### src/rtl/fetch_unit.sv
// Instruction fetch stage: owns the PC, issues one imem read at a time and
// hands the returned word to decode over a valid/ready handshake.
module fetch_unit #(
    parameter int unsigned           WIDTH    = 32,
    parameter logic [WIDTH-1:0]      RESET_PC = '0
) (
    input  logic             clk,
    input  logic             rst_n,
    output logic             imem_req,
    output logic [WIDTH-1:0] imem_addr,
    input  logic             imem_rvalid,
    input  logic [31:0]      imem_rdata,
    output logic             instr_valid,
    input  logic             instr_ready,
    output logic [31:0]      instr,
    output logic [WIDTH-1:0] instr_pc,
    input  logic             PCsrc,
    input  logic [WIDTH-1:0] ImmOp,
    input  logic [WIDTH-1:0] branch_pc
);

    typedef enum logic [2:0] {
        S_IDLE,
        S_FETCH,
        S_WAIT,
        S_HOLD,
        S_DRAIN
    } state_e;

    state_e           state_q, state_d;
    logic [WIDTH-1:0] pc_q, pc_d;
    logic [31:0]      instr_q, instr_d;
    logic [WIDTH-1:0] instr_pc_q, instr_pc_d;
    logic             valid_q, valid_d;
    logic             req_q;
    logic [WIDTH-1:0] target_sum;
    logic [WIDTH-1:0] target;

    assign target_sum = branch_pc + ImmOp;
    assign target     = {target_sum[WIDTH-1:2], 2'b00};

    always_comb begin
        state_d    = state_q;
        pc_d       = pc_q;
        instr_d    = instr_q;
        instr_pc_d = instr_pc_q;
        valid_d    = valid_q;

        case (state_q)
            S_IDLE:  state_d = S_FETCH;
            S_FETCH: state_d = S_WAIT;
            S_WAIT: begin
                if (imem_rvalid) begin
                    instr_d    = imem_rdata;
                    instr_pc_d = pc_q;
                    valid_d    = 1'b1;
                    state_d    = S_HOLD;
                end
            end
            S_HOLD: begin
                if (valid_q && instr_ready) begin
                    pc_d    = pc_q + WIDTH'(4);
                    valid_d = 1'b0;
                    state_d = S_FETCH;
                end
            end
            S_DRAIN: begin
                if (imem_rvalid) begin
                    state_d = S_FETCH;
                end
            end
            default: state_d = S_IDLE;
        endcase

        // Redirect overrides everything; any in-flight response becomes stale.
        if (PCsrc) begin
            pc_d       = target;
            valid_d    = 1'b0;
            instr_d    = instr_q;
            instr_pc_d = instr_pc_q;
            case (state_q)
                S_FETCH:         state_d = S_DRAIN;
                S_WAIT, S_DRAIN: state_d = imem_rvalid ? S_FETCH : S_DRAIN;
                default:         state_d = S_FETCH;
            endcase
        end
    end

    always_ff @(posedge clk or negedge rst_n) begin
        if (!rst_n) begin
            state_q    <= S_IDLE;
            pc_q       <= RESET_PC;
            instr_q    <= '0;
            instr_pc_q <= '0;
            valid_q    <= 1'b0;
            req_q      <= 1'b0;
        end else begin
            state_q    <= state_d;
            pc_q       <= pc_d;
            instr_q    <= instr_d;
            instr_pc_q <= instr_pc_d;
            valid_q    <= valid_d;
            req_q      <= (state_d == S_FETCH);
        end
    end

    assign imem_req    = req_q;
    assign imem_addr   = pc_q;
    assign instr_valid = valid_q;
    assign instr       = instr_q;
    assign instr_pc    = instr_pc_q;

endmodule

### config.mk
export PLATFORM = sky130hd
export DESIGN_NAME = fetch_unit
export DESIGN_NICKNAME = d
export VERILOG_FILES = /design/src/rtl/fetch_unit.sv
export SDC_FILE = /design/constraint.sdc
export NUM_CORES = 1
export LEC_CHECK = 0
export CAP_MARGIN = 15
export CORE_ASPECT_RATIO = 0.75
export CORE_UTILIZATION = 45
export CTS_CLUSTER_SIZE = 14
export DETAILED_ROUTE_END_ITERATION = 7
export GPL_TIMING_DRIVEN = 0
export PLACE_DENSITY = 0.8
export SLEW_MARGIN = 10
export SYNTH_ARGS = -nofsm -noshare
export SYNTH_HDL_FRONTEND = slang
export SYNTH_SLANG_ARGS = --single-unit
### constraint.sdc
create_clock -name clk -period 2.4 [get_ports clk]
set_input_delay 0.36 -clock clk [delete_from_list [all_inputs] [get_ports clk]]
set_output_delay 0.36 -clock clk [all_outputs]
set_load 0.005 [all_outputs]
==> After elaboration in Yosys (flattened, before gate mapping) <==
Index checks and enable logic that the tools add are counted.
{ "word_totals": {"register_bits": 101, "wordCells": 39, "out_inout_bits": 98, "in_bits": 101} }
{ "classes": {"n_reduce_logical": 9, "muxes": 14, "n_eq_ne": 7, "addsub": 2, "bitwise": 1} }
{ "ops": {"columns": ["op", "n"], "rows": [
  ["$mux W32", 3],
  ["$add A32 B3 Y32 const B", 1],
  ["$add A32 B32 Y32", 1],
  ["$mux W3", 5],
  ["$pmux W3 S5", 1],
  ["$eq A3 B1 Y1 const B", 2],
  ["$eq A3 B2 Y1 const B", 2],
  ["$ne A3 B3 Y1 const B", 2],
  ["$pmux W3 S2", 1],
  ["$reduce_and A3 Y1", 2],
  ["$reduce_bool A2 Y1", 2],
  ["$eq A3 B3 Y1 const B", 1],
  ["$logic_not A3 Y1", 1],
  ["$mux W1", 3],
  ["$reduce_bool A3 Y1", 1],
  ["$pmux W1 S2", 1],
  ["$reduce_and A2 Y1", 1],
  ["$reduce_or A2 Y1", 1],
  ["$logic_and A1 B1 Y1", 1],
  ["$not A1 Y1", 1]
]} }

==> Longest topological paths before layout <==
Gate-level depths: netlist of run 1.
{ "depth": {"word_depth": 5, "mapped_depth": 9, "depth_no_buf": 9} }

==> Worst setup path after synthesis of run 1 <==
Ideal clock, no wire load.
{ "synth_timing": {"path_type": "input to register", "start": "in ImmOp[14]", "end": "reg pc_q[27], in the netlist imem_addr[27]", "setup_ps": 135, "path_buffers": 0, "required_time_ps": 2265, "path_stages": 9, "arrival_time_ps": 2115, "setup_slack_ps": 149, "path_cell_list": "ha_1 -> a21o_1 -> a21o_1 -> a21o_1 -> and2_1 -> nor3_2 -> o211ai_4 -> a41oi_1 -> o211ai_1"} }
{ "synth_via": {"elab_chain_cells": 2} }
{ "synth_lines": {"columns": ["element", "line_no", "text"], "rows": [
  ["from (decl)", "18", "input logic [WIDTH-1:0] ImmOp,"],
  ["$add A32 B32 Y32", "39", "assign target_sum = branch_pc + ImmOp;"],
  ["$mux W32", "76", "if (PCsrc) begin"],
  ["to (signal assigned)", "99", "pc_q <= pc_d;"],
  ["to (decl)", "31", "logic [WIDTH-1:0] pc_q, pc_d;"]
]} }
Every way passes these cells.
A chain may end at the register's enable or synchronous reset.

==> Worst setup path in the final report of run 1 <==
{ "layout_timing": {"start": "in ImmOp[15]", "end": "reg pc_q[31], in the netlist imem_addr[31]"} }
Same word-level chain as after synthesis.

==> results_dict.tcl, run 1 <==
set metrics [dict create \
    numCtsBuffers 9 \
    via_count 5065 \
    max-vdd-ir-drop_mv 0.436 \
    stdcell_count 934 \
    drtPass1Iterations 4 \
    fin_crit_sh 0.986 \
    synthFlopType "dfrtp_1" \
    gp_congestion 0.872 \
    avgRoutedWirePerCell_um 17.2 \
    seq_area_um2 2430 \
    grt_pass1_wl_mm 25.0 \
    dpl_cell_area_um2 7800 \
    cts_tree "done" \
    routed_wirelength_mm 16.1 \
    coreArea_um2 11900 \
    yosys.area.top_type "dfrtp_1" \
    worst_slack_ns 0.0334 \
    port_buffers 193 \
    htreeDepth 3 \
    syn-instance-count 537 \
    remaining_drc_errors 0 \
    via_per_inst 5.42 \
    synth_edf_count 0 \
    tightest_slew_ns 0.616 \
    power_density_nw_per_um2 824 \
    multiInputGateArea_um2 3430 \
    finClkSkew_ns 0.0105 \
    p_leak_nw 3.81 \
    cp.required_ns 2.64 \
    crit_fanout 5 \
    grt_pass1_vias 4956 \
    fill_cells 832 \
    rsz0062_at_grt "true" \
    grt_start_max_net_pins 64 \
    ys_top_cells_by_area "dfrtp_1, mux2_2, ha_1, xnor2_1, a21oi_1" \
    drive_gt1_frac 0.218 \
    die_h_um 98.9 \
    syn_to_final_growth_pct 53.8 \
    hold_violations 0 \
    ys_seq_elements 97 \
    finalInstanceArea_um2 8660 \
    path_class "primary input to flop" \
    diodes 0 \
    clock.fmax_mhz 423 \
    initial_utilization 0.473 \
    dpl.cell_count 896 \
    insertion_delay_ns 0.33 \
    clockBufferDepth 2 \
    critPathLaunchType "primary input" \
    finalSetupTns_ns 0 \
    synth-async-reset-ratio 1.00 \
    maxCapViolations 0 \
    ios 199 \
    min_path_type "flop to flop" \
    fp.dieW_um 131 \
    yosysTopAreaCellShare 0.431 \
    status "finished, final reports clean" \
    antenna_found_initial 0 \
    rows 34 \
    gr-total-overflow 0 \
    cts_root_buf "clkbuf_16" \
    syn_area_um2 5630 \
    drtIter0Drc 277 \
    critPathArrivalTime_ns 2.60 \
    place_worst_setup_slack_ns -0.657 \
    yosysSeqAreaShare 0.431 \
    ys_warn_count 0 \
    dpl.hpwl_mm 11.6 \
    cts.sinks 97 \
    end_kind "flop" \
    ys_types 61 \
    finalNetCount 899 \
    grtUsageTotal 0.242 \
    path_clk_slew_ns 0.06 \
    finalSetupViolCount 0 \
    syn_area_per_cell_um2 10.5 \
    slew_headroom 0.579 \
    slew_violations 0 \
    ant_nets 0 \
    die_area_um2 13000 \
    finalWorstPathRequiredPeriod_ns 2.37 \
]
worst max-delay path, cell delays in order:
cell	delay, ns
clkdlybuf4s50_1	0.45
ha_4	0.32
a21oi_2	0.06
o21ai_1	0.16
nor2_1	0.09
o211ai_1	0.17
nand3_2	0.15
and4b_2	0.27
o31a_1	0.34
a211oi_2	0.22
cell type report:
type,instances,area share
Multi-Input combinational cell,412,0.395
Sequential cell,97,0.280
Timing Repair Buffer,218,0.252
Clock buffer,11,0.0269
Tap cell,162,0.0234
Buffer,21,0.0111
Clock inverter,5,0.00736
Inverter,8,0.00347
power breakdown:
| group | leakage, nW | internal [W] | switching, W |
|---|---|---|---|
| clock | 0.140 | 0.000816 | 0.000599 |
| sequential | 1.19 | 0.00226 | 0.000458 |
| combinational | 2.48 | 0.00196 | 0.00105 |
| total | 3.81 | 0.00504 | 0.00210 |
layer usage:
layer	vias to the layer above	routed length, um	global-route usage
met5	-	0	0
met2	185	7930	0.421
met3	10	979	0.0484
met1	2477	7090	0.312
li1	2393	-	-
met4	0	107	0.0507
logic make-up (layout without fill, tap and decap cells):
family / Yosys count / count (layout) / synth area share
compound gates: 110 / 110 / 0.129
xor+xnor: 46 / 46 / 0.0715
fa+ha+maj: 31 / 31 / 0.0688
buf+inv: 31 / 263 / 0.0235
flops: 97 / 97 / 0.431
mux: 66 / 66 / 0.131
other cells: 1 / 4 / 0.000666
simple gates: 155 / 155 / 0.145
flip-flops by register name (all words and copies together) (netlist names):
name         count
imem_addr       30
imem_req         1
instr           32
instr_pc        30
instr_valid      1
state_q          3
synthesized netlist by cell type, types with 5 or more instances:
cell      count
nand2_1      39
xor2_1       20
nor2_1       35
and3_1        7
inv_1         8
a21oi_1      37
and2_1        5
xnor2_1      26
nand3_1      21
nor3_1        6
a21o_1       14
nand4_1       8
clkbuf_1     16
ha_1         31
dfrtp_1      97
mux2_2       61
mux2i_1       5
o21ai_0      22
placed cells by master, fill, tap and decap left out, types with 5 or more instances in the layout:
cell	count
clkdlybuf4s50_1	162
dfrtp_1	97
mux2_2	61
nand2_1	38
nor2_1	33
a21oi_1	33
buf_4	25
xnor2_1	24
dlymetal6s2s_1	24
nand3_1	20
o21ai_0	19
xor2_1	19
clkbuf_1	15
ha_4	15
a21o_1	14
ha_1	14
clkbuf_16	9
inv_1	8
nand4_1	8
and3_1	7
nor3_1	6
clkbuf_2	6
mux2i_1	5
worst paths after layout:
check | to | startpoint | cells past startpoint | slack [ns]
worst min register to register | instr_pc[16] | instr_pc[16] | 1 | 0.50
min in group asynchronous | instr[1] | rst_n | 2 | 0.55
worst min-delay path | instr_pc[16] | instr_pc[16] | 1 | 0.50
max in group asynchronous | instr_pc[9] | rst_n | 3 | 1.20
worst max-delay path | imem_addr[31] | ImmOp[15] | 10 | 0.03
worst max register to register | imem_addr[27] | state_q[1] | 9 | 0.09
timing repair:
item,CTS,global route
hold buffers,1,0
resized for setup,34,61
setup buffers,13,10
setup endpoints to repair,16,26
hold endpoints to repair,34,0
pin swaps,21,32
metrics by stage:
step / total power, W / utilization / hold slack (ns)
final: 0.00714 / 0.727 / 0.504
after CTS: 0.00711 / 0.709 / 0.507
after detailed placement: 0.00559 / 0.655 / 0.334
after floorplan: 0.00383 / - / 0.0644
after global placement: 0.00547 / 0.653 / 0.468
after global routing: 0.00755 / 0.727 / 0.523
(Power assumes the default switching activity.)
==> inputs of run 2 (changes only) <==
CELL_PAD_IN_SITES_DETAIL_PLACEMENT = 2   (was unset)
CELL_PAD_IN_SITES_GLOBAL_PLACEMENT = 2   (was unset)
CORE_UTILIZATION = 28   (was 45)
GPL_ROUTABILITY_DRIVEN = 0   (was unset)
PLACE_DENSITY = unset   (was 0.8)
PLACE_DENSITY_LB_ADDON = 0.1   (was unset)
==> results_dict.tcl, run 2 (synthesis results as in run 1) <==
set metrics [dict create \
    status "finished, violations left" \
    violations "design-rule violations" \
    drtIter0Drc 175 \
    tightest_slew_ns 0.799 \
    cts_root_buf "clkbuf_16" \
    cp.required_ns 2.63 \
    htreeDepth 3 \
    r2r_start "imem_addr[9]" \
    combPwrFrac 0.416 \
    ant_nets 0 \
    ios 199 \
    gr-total-overflow 0 \
    finClkSkew_ns 0.0129 \
    drtPass1Iterations 7 \
    antenna_found_initial 0 \
    end_kind "flop" \
    finalSetupTns_ns 0 \
    port_buffers 193 \
    grtUsageTotal 0.198 \
    critPathLaunchType "primary input" \
    rows 44 \
    die_area_um2 20700 \
    crit_fanout 5 \
    routed_wirelength_mm 20.2 \
    mostFrequentLayoutCells "clkdlybuf4s50_1, dfrtp_1, mux2_2" \
    holdWs_ns 0.491 \
    grt_pass1_vias 5700 \
    remaining_drc_errors 15 \
    finalWorstPathRequiredPeriod_ns 2.34 \
    cpPeakStageDelay_ns 0.39 \
    hold_violations 0 \
    largest_register_ffs 32 \
    clockBufferDepth 2 \
    slew_headroom 0.468 \
    place_worst_setup_slack_ns -0.888 \
    fill_cells 2010 \
    fin_crit_sh 0.974 \
    p_leak_nw 3.75 \
    path_class "primary input to flop" \
    finalSetupViolCount 0 \
    grt_start_max_net_pins 62 \
    via_per_inst 4.93 \
    dpl_cell_area_um2 7920 \
    p_sw_frac 0.315 \
    cts.sinks 97 \
    grt_pass1_wl_mm 32.1 \
    numCtsBuffers 9 \
    power.total_w 0.00740 \
    syn_to_final_growth_pct 57.2 \
    avgRoutedWirePerCell_um 19.5 \
    clock.fmax_mhz 428 \
    slowest_stage "or3_4" \
    insertion_delay_ns 0.36 \
    p_int_w 0.00507 \
    initial_utilization 0.288 \
    coreArea_um2 19500 \
    power_density_nw_per_um2 836 \
    drive_gt1_frac 0.235 \
    startpoint "ImmOp[1]" \
    clock_power_share 0.213 \
    worstPathCellList "clkdlybuf4s15_1 > ha_1 > a31o_4 > o221ai_4 > buf_6 > or3_4 > a31oi_4 > nor3_4 > o211ai_4 > a31o_2 > nand3_1" \
    layout_commonest_cell "clkdlybuf4s50_1" \
    max-vdd-ir-drop_mv 0.306 \
    diodes 0 \
    finalNetCount 909 \
    dpl.hpwl_mm 14.9 \
    worst_slack_ns 0.0622 \
    cts_tree "done" \
    p_seq_frac 0.371 \
    path_clk_slew_ns 0.07 \
    die_h_um 125 \
    maxCapViolations 0 \
    via_count 5106 \
    critPathArrivalTime_ns 2.57 \
    min_path_type "primary input to asynchronous set/reset pin" \
    finalInstanceArea_um2 8860 \
    fp.dieW_um 166 \
    p_switching_w 0.00233 \
    slew_violations 0 \
]
==> run 2: cell count changes in the layout (fill, tap and decap cells not counted), moves of 3 or more <==
cell / delta
clkdlybuf4s50_1: -3
ha_4: +3
dlygate4sd2_1: +20
buf_4: +9
dlymetal6s2s_1: -17
inv_8: +5
==> run 2: final cells by class <==
cell class / instances / area (um^2) / share of cell area
multi-input cells: 412 / 3470 / 0.392
flip-flops and latches: 97 / 2430 / 0.274
repair buffers: 227 / 2190 / 0.247
well taps: 253 / 317 / 0.0357
clock buffers: 9 / 225 / 0.0254
plain buffers: 22 / 100 / 0.0113
clock inverters: 7 / 93.8 / 0.0106
inverters: 8 / 30.0 / 0.00339
==> run 2: path summary, 6_finish.rpt <==
kind | slack (ns) | cells past startpoint | to
setup / recovery | 0.06 | 11 | imem_addr[28]
max in group asynchronous | 1.28 | 3 | instr_pc[28]
setup reg to reg | 0.13 | 8 | imem_addr[27]
hold reg to reg | 0.50 | 2 | instr_pc[14]
min in group clk | 0.50 | 2 | instr_pc[14]
hold / removal | 0.49 | 2 | instr_pc[7]
==> run 2: layer usage <==
| metal | vias up | global-route usage | part of all wire |
|---|---|---|---|
| met5 | - | 0 | 0 |
| met4 | 0 | 0.0368 | 0.0043 |
| met3 | 6 | 0.0369 | 0.039 |
| met2 | 118 | 0.339 | 0.50 |
| met1 | 2570 | 0.262 | 0.46 |
| li1 | 2412 | - | - |
==> run 2: critical path: cells and delay by family <==
family | cells | cell delay [ns]
simple gates | 3 | 0.57
fa+ha+maj | 1 | 0.29
buf+inv | 2 | 0.31
compound gates | 5 | 1.02
==> run 2: stage by stage <==
step	std cells	util
2_1_floorplan	540	-
3_3_place_gp	986	0.404
3_5_place_dp	987	0.405
4_1_cts	1022	0.444
5_1_grt	1035	0.453
6_report	1035	0.453
==> run 2: power groups by stage <==
stage	clock, W	combinational [W]	sequential, W
after floorplan	0	0.00111	0.00272
after global placement	0	0.00284	0.00271
after detailed placement	0	0.00294	0.00278
after CTS	0.00165	0.00307	0.00275
after global routing	0.00170	0.00333	0.00283
final	0.00158	0.00308	0.00274
==> run 2: timing repair <==
action | CTS | global route
gates resized for setup | 68 | 35
buffers inserted | 19 | 13
setup endpoints to repair | 14 | 13
hold buffers | 1 | 0
gates cloned | 0 | 0
pin swaps | 33 | 27
endpoints found under the hold margin | 36 | 0
